[src/rtl/direct_mapped.sv]
// ---------------------------------------------------------------------------
// direct_mapped
//   Direct-mapped, write-back, write-allocate cache between a single 32-bit
//   word requester and a word-wide external RAM with a strobe/valid handshake.
//   Hits finish one cycle after the lookup and may be issued back-to-back.
//   A miss writes back a dirty victim word by word, refills the line word by
//   word, then re-runs the lookup which now hits and completes the access.
//
//   Address layout (LSB up): byte [1:0] | word | index | tag.
//
// Ports
//   clk                in  rising-edge clock
//   rst                in  asynchronous reset, active low
//   cache_address      in  requester byte address (bits [1:0] ignored)
//   cache_rd/cache_wr  in  request strobes (read wins if both are high)
//   cache_byte_enable  in  write byte lanes, bit i -> data[8i+7:8i]
//   cache_data_wr      in  write data
//   cache_data_out     out read data, valid while cache_ready=1 on a read
//   cache_ready        out one-cycle completion pulse per accepted request
//   ram_address        out word-aligned RAM byte address
//   ram_rd/ram_wr      out one-cycle RAM strobes, one per word
//   ram_data_wr        out RAM write data
//   ram_data_rd        in  RAM read data, valid with ram_data_valid
//   ram_data_valid     in  RAM completion of the last strobe
//
// Optional build macro
//   DIRECT_MAPPED_PERF_CNT_EN : adds hit_count / miss_count outputs.
// ---------------------------------------------------------------------------
module direct_mapped #(
  parameter int ADDRESS_WIDTH     = 16,
  parameter int INDEX_WIDTH       = 3,
  parameter int WORD_OFFSET_WIDTH = 2
) (
  input  logic                     clk,
  input  logic                     rst,
  input  logic [ADDRESS_WIDTH-1:0] cache_address,
  input  logic                     cache_rd,
  input  logic                     cache_wr,
  input  logic [3:0]               cache_byte_enable,
  input  logic [31:0]              cache_data_wr,
  output logic [31:0]              cache_data_out,
  output logic                     cache_ready,
  output logic [ADDRESS_WIDTH-1:0] ram_address,
  output logic                     ram_rd,
  output logic                     ram_wr,
  output logic [31:0]              ram_data_wr,
  input  logic [31:0]              ram_data_rd,
  input  logic                     ram_data_valid
`ifdef DIRECT_MAPPED_PERF_CNT_EN
  ,
  output logic [31:0]              hit_count,
  output logic [31:0]              miss_count
`endif
);

  localparam int OFFSET_LSB = 2;
  localparam int INDEX_LSB  = OFFSET_LSB + WORD_OFFSET_WIDTH;
  localparam int TAG_LSB    = INDEX_LSB + INDEX_WIDTH;
  localparam int TAG_WIDTH  = ADDRESS_WIDTH - TAG_LSB;
  localparam int NUM_LINES  = 1 << INDEX_WIDTH;
  localparam int NUM_WORDS  = 1 << WORD_OFFSET_WIDTH;

  localparam logic [WORD_OFFSET_WIDTH-1:0] FIRST_WORD = '0;
  localparam logic [WORD_OFFSET_WIDTH-1:0] LAST_WORD  = '1;
  localparam logic [WORD_OFFSET_WIDTH-1:0] WORD_STEP  = WORD_OFFSET_WIDTH'(1);

  typedef enum logic [1:0] {
    S_IDLE,
    S_COMPARE,
    S_WRITEBACK,
    S_FILL
  } state_t;

  // -------------------------------------------------------------------------
  // Storage
  // -------------------------------------------------------------------------
  logic [NUM_LINES-1:0] r_valid;
  logic [NUM_LINES-1:0] r_dirty;
  logic [TAG_WIDTH-1:0] r_tag  [NUM_LINES];
  logic [31:0]          r_data [NUM_LINES][NUM_WORDS];

  // Captured request; byte-in-word bits are not kept.
  logic [ADDRESS_WIDTH-1:OFFSET_LSB] r_req_addr;
  logic [31:0]                       r_req_data;
  logic [3:0]                        r_req_be;
  logic                              r_req_wr;

  state_t                       r_state;
  state_t                       w_state_next;
  logic [WORD_OFFSET_WIDTH-1:0] r_word_cnt;

  // -------------------------------------------------------------------------
  // Lookup of the captured request
  // -------------------------------------------------------------------------
  logic [INDEX_WIDTH-1:0]       w_index;
  logic [TAG_WIDTH-1:0]         w_tag;
  logic [WORD_OFFSET_WIDTH-1:0] w_word;
  logic                         w_line_valid;
  logic                         w_line_dirty;
  logic                         w_hit;
  logic                         w_new_req;
  logic                         w_last_word;
  logic [31:0]                  w_cur_word;
  logic [31:0]                  w_merged;
  logic                         w_unused_byte_bits;

  assign w_index      = r_req_addr[TAG_LSB-1:INDEX_LSB];
  assign w_tag        = r_req_addr[ADDRESS_WIDTH-1:TAG_LSB];
  assign w_word       = r_req_addr[INDEX_LSB-1:OFFSET_LSB];
  assign w_line_valid = r_valid[w_index];
  assign w_line_dirty = r_dirty[w_index];
  assign w_hit        = w_line_valid && (r_tag[w_index] == w_tag);
  assign w_new_req    = cache_rd || cache_wr;
  assign w_last_word  = (r_word_cnt == LAST_WORD);
  assign w_cur_word   = r_data[w_index][w_word];

  // Requests are word-granular; the byte offset is deliberately dropped.
  assign w_unused_byte_bits = ^cache_address[OFFSET_LSB-1:0];

  always_comb begin
    w_merged = w_cur_word;
    for (int b = 0; b < 4; b++) begin
      if (r_req_be[b]) begin
        w_merged[8*b +: 8] = r_req_data[8*b +: 8];
      end
    end
  end

  // -------------------------------------------------------------------------
  // Controller: next state and per-edge actions
  // -------------------------------------------------------------------------
  logic                         w_accept;     // capture a new request this edge
  logic                         w_complete;   // hit completes this edge
  logic                         w_wb_issue;   // launch a RAM write strobe
  logic                         w_fill_issue; // launch a RAM read strobe
  logic [WORD_OFFSET_WIDTH-1:0] w_issue_word; // word the launched strobe targets
  logic                         w_wb_done;    // last write-back word acknowledged
  logic                         w_fill_done;  // last refill word arrived

  // NOTE: every output of a combinational block gets a default before the
  // case statement; a path that leaves one unassigned would infer a latch.
  always_comb begin
    w_state_next = r_state;
    w_accept     = 1'b0;
    w_complete   = 1'b0;
    w_wb_issue   = 1'b0;
    w_fill_issue = 1'b0;
    w_issue_word = FIRST_WORD;
    w_wb_done    = 1'b0;
    w_fill_done  = 1'b0;

    case (r_state)
      S_IDLE: begin
        if (w_new_req) begin
          w_accept     = 1'b1;
          w_state_next = S_COMPARE;
        end
      end

      S_COMPARE: begin
        if (w_hit) begin
          w_complete = 1'b1;
          // A hit frees the request registers, so a new request can be
          // taken on the same edge for back-to-back hits.
          if (w_new_req) begin
            w_accept     = 1'b1;
            w_state_next = S_COMPARE;
          end else begin
            w_state_next = S_IDLE;
          end
        end else if (w_line_valid && w_line_dirty) begin
          w_wb_issue   = 1'b1;
          w_state_next = S_WRITEBACK;
        end else begin
          w_fill_issue = 1'b1;
          w_state_next = S_FILL;
        end
      end

      S_WRITEBACK: begin
        if (ram_data_valid) begin
          if (w_last_word) begin
            // Victim fully written; start the refill on the same edge.
            w_wb_done    = 1'b1;
            w_fill_issue = 1'b1;
            w_state_next = S_FILL;
          end else begin
            w_wb_issue   = 1'b1;
            w_issue_word = r_word_cnt + WORD_STEP;
          end
        end
      end

      S_FILL: begin
        if (ram_data_valid) begin
          if (w_last_word) begin
            w_fill_done  = 1'b1;
            w_state_next = S_COMPARE;
          end else begin
            w_fill_issue = 1'b1;
            w_issue_word = r_word_cnt + WORD_STEP;
          end
        end
      end

      default: w_state_next = S_IDLE;
    endcase
  end

  // NOTE: sequential state is updated with non-blocking assignments so every
  // register samples the pre-edge values regardless of statement order.
  always_ff @(posedge clk or negedge rst) begin
    if (!rst) begin
      r_state <= S_IDLE;
    end else begin
      r_state <= w_state_next;
    end
  end

  // -------------------------------------------------------------------------
  // Control registers and outputs
  // -------------------------------------------------------------------------
  always_ff @(posedge clk or negedge rst) begin
    if (!rst) begin
      r_valid        <= '0;
      r_dirty        <= '0;
      r_req_addr     <= '0;
      r_req_data     <= '0;
      r_req_be       <= '0;
      r_req_wr       <= 1'b0;
      r_word_cnt     <= FIRST_WORD;
      cache_ready    <= 1'b0;
      cache_data_out <= '0;
      ram_rd         <= 1'b0;
      ram_wr         <= 1'b0;
      ram_address    <= '0;
      ram_data_wr    <= '0;
    end else begin
      // Strobes and completion are single-cycle by construction.
      cache_ready <= w_complete;
      ram_rd      <= w_fill_issue;
      ram_wr      <= w_wb_issue;

      if (w_complete && !r_req_wr) begin
        cache_data_out <= w_cur_word;
      end

      if (w_wb_issue) begin
        ram_address <= {r_tag[w_index], w_index, w_issue_word, 2'b00};
        ram_data_wr <= r_data[w_index][w_issue_word];
      end else if (w_fill_issue) begin
        ram_address <= {w_tag, w_index, w_issue_word, 2'b00};
      end

      if (w_wb_issue || w_fill_issue) begin
        r_word_cnt <= w_issue_word;
      end

      if (w_complete && r_req_wr) begin
        r_dirty[w_index] <= 1'b1;
      end
      if (w_wb_done) begin
        r_dirty[w_index] <= 1'b0;
      end
      if (w_fill_done) begin
        r_valid[w_index] <= 1'b1;
        r_dirty[w_index] <= 1'b0;
      end

      if (w_accept) begin
        r_req_addr <= cache_address[ADDRESS_WIDTH-1:OFFSET_LSB];
        r_req_data <= cache_data_wr;
        r_req_be   <= cache_byte_enable;
        r_req_wr   <= !cache_rd;
      end
    end
  end

  // -------------------------------------------------------------------------
  // Tag and data arrays
  // -------------------------------------------------------------------------
  logic                         w_mem_we;
  logic [WORD_OFFSET_WIDTH-1:0] w_mem_word;
  logic [31:0]                  w_mem_wdata;

  assign w_mem_we    = ((r_state == S_FILL) && ram_data_valid) || (w_complete && r_req_wr);
  assign w_mem_word  = (r_state == S_FILL) ? r_word_cnt : w_word;
  assign w_mem_wdata = (r_state == S_FILL) ? ram_data_rd : w_merged;

  // NOTE: the arrays have no reset; the valid bits decide whether their
  // contents mean anything, so clearing them would only cost logic.
  always_ff @(posedge clk) begin
    if (w_mem_we) begin
      r_data[w_index][w_mem_word] <= w_mem_wdata;
    end
    if (w_fill_done) begin
      r_tag[w_index] <= w_tag;
    end
  end

  // -------------------------------------------------------------------------
  // Optional performance counters
  // -------------------------------------------------------------------------
`ifdef DIRECT_MAPPED_PERF_CNT_EN
  // Marks the lookup that follows a refill so it is not counted as a hit.
  logic r_refilled;

  always_ff @(posedge clk or negedge rst) begin
    if (!rst) begin
      hit_count  <= '0;
      miss_count <= '0;
      r_refilled <= 1'b0;
    end else begin
      if (w_fill_done) begin
        r_refilled <= 1'b1;
      end else if (w_complete) begin
        r_refilled <= 1'b0;
      end
      if (w_complete && !r_refilled) begin
        hit_count <= hit_count + 32'd1;
      end
      if ((r_state == S_COMPARE) && !w_hit) begin
        miss_count <= miss_count + 32'd1;
      end
    end
  end
`else
  // Counters compiled out; the controller is unchanged.
`endif

endmodule

[config.mk]
export PLATFORM = sky130hd
export DESIGN_NAME = direct_mapped
export DESIGN_NICKNAME = d
export VERILOG_FILES = /design/src/rtl/direct_mapped.sv
export SDC_FILE = /design/constraint.sdc
export NUM_CORES = 1
export LEC_CHECK = 0
export ABC_CLOCK_PERIOD_IN_PS = 5600
export CELL_PAD_IN_SITES_DETAIL_PLACEMENT = 1
export CELL_PAD_IN_SITES_GLOBAL_PLACEMENT = 1
export CORE_MARGIN = 5
export CORE_UTILIZATION = 53
export DETAILED_ROUTE_END_ITERATION = 8
export GPL_ROUTABILITY_DRIVEN = 0
export HOLD_SLACK_MARGIN = 0.05
export PLACE_DENSITY_LB_ADDON = 0.1
export SLEW_MARGIN = 20
export SYNTH_ARGS = -nofsm -noshare
export SYNTH_HDL_FRONTEND = slang
export SYNTH_SLANG_ARGS = --single-unit
[constraint.sdc]
create_clock -name clk -period 5.6 [get_ports clk]
set_input_delay 1.12 -clock clk [delete_from_list [all_inputs] [get_ports clk]]
set_output_delay 1.12 -clock clk [all_outputs]
set_load 0.005 [all_outputs]
# Yosys cells after proc, flatten, opt, wreduce, memory -nomap -nowiden
# Memories as Yosys holds them, arrays and structs flattened.
# Index checks and enable logic that the tools add are counted.
# word_totals
ff_bits,154
mem_bits_rw,1096
input_bits,89
output_inout_bits,83
elab_cells,115
memories,2
# op_classes
addsub,1
n_lt_le_gt_ge,6
eq_ne,10
mux,58
n_bitwise,8
n_reduce_logical,16
# mem_list
name,depth,width,rd,rd_clocked_by_memory_dff,wr,line_no,text
r_data,8,128,1,0,1,80,logic [31:0] r_data [NUM_LINES][NUM_WORDS];
r_tag,8,9,1,0,1,79,logic [TAG_WIDTH-1:0] r_tag [NUM_LINES];
# op_table
cell,n
32-bit two-way mux,6
32-bit binary-select mux with 2-bit select,2
128-bit two-way mux,1
32-bit demux with 2-bit select,1
8-bit two-way mux,7
16-bit two-way mux,2
1-bit two-way mux,22
2-bit two-way mux,10
8-bit bitwise AND,2
8-bit OR,2
2-bit != test (second input constant),5
9-bit equality test,1
3-bit >= comparator (second input constant),3
2-bit inverter with 3-bit output,3
8-bit inverter,1
2-bit one-hot mux with 4 select lines,1
1-bit logical AND,7
1-bit binary-select mux with 3-bit select,2
2-bit equality test (second input constant),3
5-bit AND reduction,1
3-bit by 4-bit < comparator with 1-bit output (second input constant),1
1-bit one-hot mux with 2 select lines,2
1-bit demux with 3-bit select,1
3-bit by 1-bit >= comparator with 1-bit output (second input constant),1
9 further kinds,12

# Depth between registers and ports, before layout
# Gate-level depths: netlist of run 1.
# depth
ltp_word,11
mapped_depth,13
mapped_depth_nobuf,9

# Worst setup path after synthesis of run 1
# No wires, ideal clock.
# synth_timing
path_type,flip-flop to flip-flop
start,register r_req_addr[6] in the netlist's numbering
end,memory r_data[0][64] in the netlist's numbering (enable)
setup_time_ns,0.461
arrival_time_ns,4.518
t_required_ns,5.139
path_slack_ns,0.621
path_stages_with_launch,10
period_less_slack_ns,4.979
cell_sequence,dfrtp_1 > buf_2 > buf_2 > mux4_2 > mux2i_1 > xor2_1 > nand4bb_4 > nor3_4 > a32oi_1 > nor3_1
# synth_between
elab_chain_len,9
word_cells_on_any_way,11
classes_between,eq/ne (1); mux (6); reduce/logical (3); memory (1)
# synth_lines
item,line_no,text
from (decl),83,logic [ADDRESS_WIDTH-1:OFFSET_LSB] r_req_addr;
from (signal assigned),271,r_req_addr <= cache_address[ADDRESS_WIDTH-1:OFFSET_LSB];
memory read 8 x 9 bit / 1-bit binary-select mux with 3-bit select (equally long branches),--,
9-bit equality test / 1-bit two-way mux (equally long branches),"112, 110",
1-bit logical AND,112,assign w_hit = w_line_valid && (r_tag[w_index] == w_tag);
1-bit two-way mux,161,if (w_hit) begin
1-bit two-way mux,152,case (r_state)
1-bit logical AND,286,assign w_mem_we = ((r_state == S_FILL) && ram_data_valid) || (w_complete && r_req_wr);
1-bit logical OR,286,
1-bit two-way mux,293,if (w_mem_we) begin
128-bit two-way mux (implied by the code),294,r_data[w_index][w_mem_word] <= w_mem_wdata;
to (decl),80,
# Parallel ways exist; a longest one is shown, timed or not. The select of a mux whose other input is x is not followed.

# Worst setup path after layout of run 1
# layout_timing
start,register r_req_addr[5] in the netlist's numbering
end,memory r_data[1][105] in the netlist's numbering (enable)
# The elaborated chain is that of the path after synthesis.

==> results.md, run 1 <==
- Status: finished clean
- Clock Pin Slew Worst Setup and Hold Paths: 0.06 ns
- Final std cells w/o fill: 4246
- Iter 0 DRT Violations: 3664
- Synth Flop Type: edfxtp_1
- Chip width: 310 µm
- CTS Buffer Depth: 3
- H-tree depth: 4
- # IOs: 172
- Period minus WS final: 4.96 ns
- Slew margin rel.: 20.1%
- Die area: 96100 µm²
- Synthesized area: 47700 µm²
- Xor/xnor share of the synthesized area: 0.126%
- Grt ovf: 0
- Tightest Pin Transition: 1.20 ns
- Initial antenna violation count: 4
- Max-cap viol count: 0
- FF+latch count, synth: 1246
- CP Max Fanout: 22
- Worst setup SP type: flip-flop
- Register area share after synthesis: 76.8%
- DR WL/cell: 34.9 µm
- Simple-Gate Fraction of Synth Area: 3.83%
- Post-CTS Hold Fix Bufs: 0
- Post-CTS Setup Inserts: 0
- Die Ht: 310 µm
- Fin crit share: 88.6%
- Synth Area in Compound Gates: 9.47%
- Synth-to-layout area growth: 17.2%
- Final hold viol count: 0
- Unique masters post-synth: 63
- Multiplexer share of the synthesized area: 7.89%
- Root buffer cell: clkbuf_16
- Syn avg cell area: 17.6 µm²
- Place WS: 0.636 ns
- YS warnings: 0
- CP Data Required Time: 6.01 ns
- First-pass GRT wire length: 211000 µm
- Hold_ws: 0.253 ns
- Design Area, Final: 55900 µm²
- Share of layout cells above drive strength 1: 19.2%
- Placed Cells: 4009
- DR pass1 iterations: 6
- Starting density of the core: 53.2%
- Cell count after synthesis: 2714
- CTS tree: built
- Leakage: 18.3 nW
- CTS buffer count: 131
- Post-route ant nets: 0
- P per Cell Area: 629 nW/µm²
- Hold Path Class: in2async
- Top cell type's share of synthesized area: 69.0%
- Area leader, netlist: edfxtp_1
- Vias/cell: 6.70
- CTS sink cnt: 1246
- Placement Cell Area: 51800 µm²
- Core Footprint: 89700 µm²
- Skew final: 0.0383 ns
- Final WL: 148000 µm
- Fmax: 202 MHz
- Largest net degree at the start of global routing: 130
- Unrepaired setup endpoints after global routing: false
- Worst setup EP type: flip-flop
- Ys async rst share: 12.0%
- Largest family of logic cells by synthesized area: compound AO/OA/AOI/OAI gates
- Setup TNS: 0 ns
- Synth top cells by count: 1096 x edfxtp_1, 511 x a22oi_1, 150 x dfrtp_1
- Final core occ: 62.3%
- Gr usage total: 30.7%
- DR DRC count: 0
- Std cell rows: 110
- Vias in the first global route: 29747
- Slew Limit Fails: 0
- Endpoints failing setup: 0
- Resized cells post-CTS: 0
- Antenna cells: 0
- IO buf count: 167
- Post-synth EDFFs: 1096
- Worst skew pair latency: 0.74 ns
- Crit Path Class: reg2reg
- Adder-Cell Fraction of Synth Area: 0.131%
- Most common cell in the synthesized netlist: edfxtp_1
- Fill count: 7666
- Layout net count: 3061
- Vias: 28432
- Post-DP HPWL: 86100 µm
- Setup WS post-layout: 0.641 ns
- Area contributors post-synth: edfxtp_1 69%, a22oi_1 8.0%, dfrtp_1 7.9%
- Peak supply drop: 0.493 mV
- Crit path DAT: 5.37 ns
- Tot Pwr: 35.2 mW
-- flip-flops by register name, indices dropped and copies added, names as in the netlist --
name and cells:
ram_data_wr 32, cache_data_out 32, r_req_addr 14, r_data 1024, r_req_be 4, ram_wr 1, cache_ready 1, r_req_data 32
r_state 2, ram_address 13, ram_rd 1, r_dirty 8, r_tag 72, r_valid 8, r_word_cnt 1, r_req_wr 1
-- critical path, cell delays in order (launching register included) --
cell	delay, ns
dfrtp_1	0.91
nor2b_1	0.62
a22oi_1	0.20
o211ai_1	0.18
xor2_1	0.33
nand4bb_4	0.23
o31ai_2	0.53
a32oi_4	0.50
buf_4	0.37
nor2_4	0.41
buf_12	0.30
-- path summary, 6_finish.rpt --
path,slack (ns),cells past startpoint,to,startpoint
max,0.64,10,r_data[1][105]$_DFFE_PP_,r_req_addr[5]$_DFFE_PN0P_
min,0.25,1,ram_address[13]$_DFFE_PN0P_,rst
max reg2reg,0.64,10,r_data[1][105]$_DFFE_PP_,r_req_addr[5]$_DFFE_PN0P_
min reg2reg,0.46,1,r_valid[7]$_DFFE_PN0P_,r_valid[7]$_DFFE_PN0P_
max in group asynchronous,4.17,2,ram_data_wr[2]$_DFFE_PN0P_,rst
min in group clk,0.46,1,r_valid[7]$_DFFE_PN0P_,r_valid[7]$_DFFE_PN0P_
-- layout make-up --
class / instances / area [µm²] / area share, %
sequential: 1246 / 36700 / 65.6
clock buffer: 173 / 3580 / 6.41
inverter: 7 / 26.3 / 0.0470
timing repair buffer: 298 / 2990 / 5.35
multi-input combinational: 1283 / 10700 / 19.1
tap: 1176 / 1470 / 2.63
clock inverter: 63 / 485 / 0.868
-- layer usage --
layer  wire (µm)  part of all wire (%)  GRT usage, %  up-vias
li1            -                     -             -    11603
met1       59000                    40          42.1    14909
met2       68600                    46          48.1     1639
met3       15900                    11          8.89      281
met4        4820                   3.2          10.1        0
met5           0                     0             0        -
-- cells by family after synthesis --
family                   count (synthesis)
AO/OA/AOI/OAI                          623
XOR/XNOR                                 6
adder cells (fa/ha/maj)                  5
buffers and inverters                  186
flip-flops                            1246
multiplexers                           305
other                                    1
AND/OR/NAND/NOR                        342
-- power by group --
part	leakage, nW	switching [mW]	internal, mW	total (mW)
Combinational	4.52	8.87	3.78	12.7
Clock	2.00	3.55	4.74	8.29
Sequential	11.8	0.611	13.6	14.2
-- layout by cell type (no fill, tap or decap), types with 23 or more instances in the layout --
cell	synthesis	final
a22oi_1	511	511
buf_12	0	25
buf_4	4	105
clkbuf_1	135	32
clkbuf_16	0	135
clkdlybuf4s50_1	0	166
clkinv_2	0	23
dfrtp_1	150	147
edfxtp_1	1096	1096
mux2_1	34	34
mux2_2	126	126
mux2i_1	104	103
mux4_2	40	40
nand2_1	90	90
nand4_1	126	126
nor2_1	68	30
nor2_4	0	32
o21ai_0	68	36
o21ai_2	0	26
No activity file was read; power rests on OpenSTA's default activity.
==> run 2: changes to the inputs <==
- SKIP_LAST_GASP: unset -> 1
==> results of run 2 <==
Same layout as run 1: the final DEF is identical, and so are final timing and power.
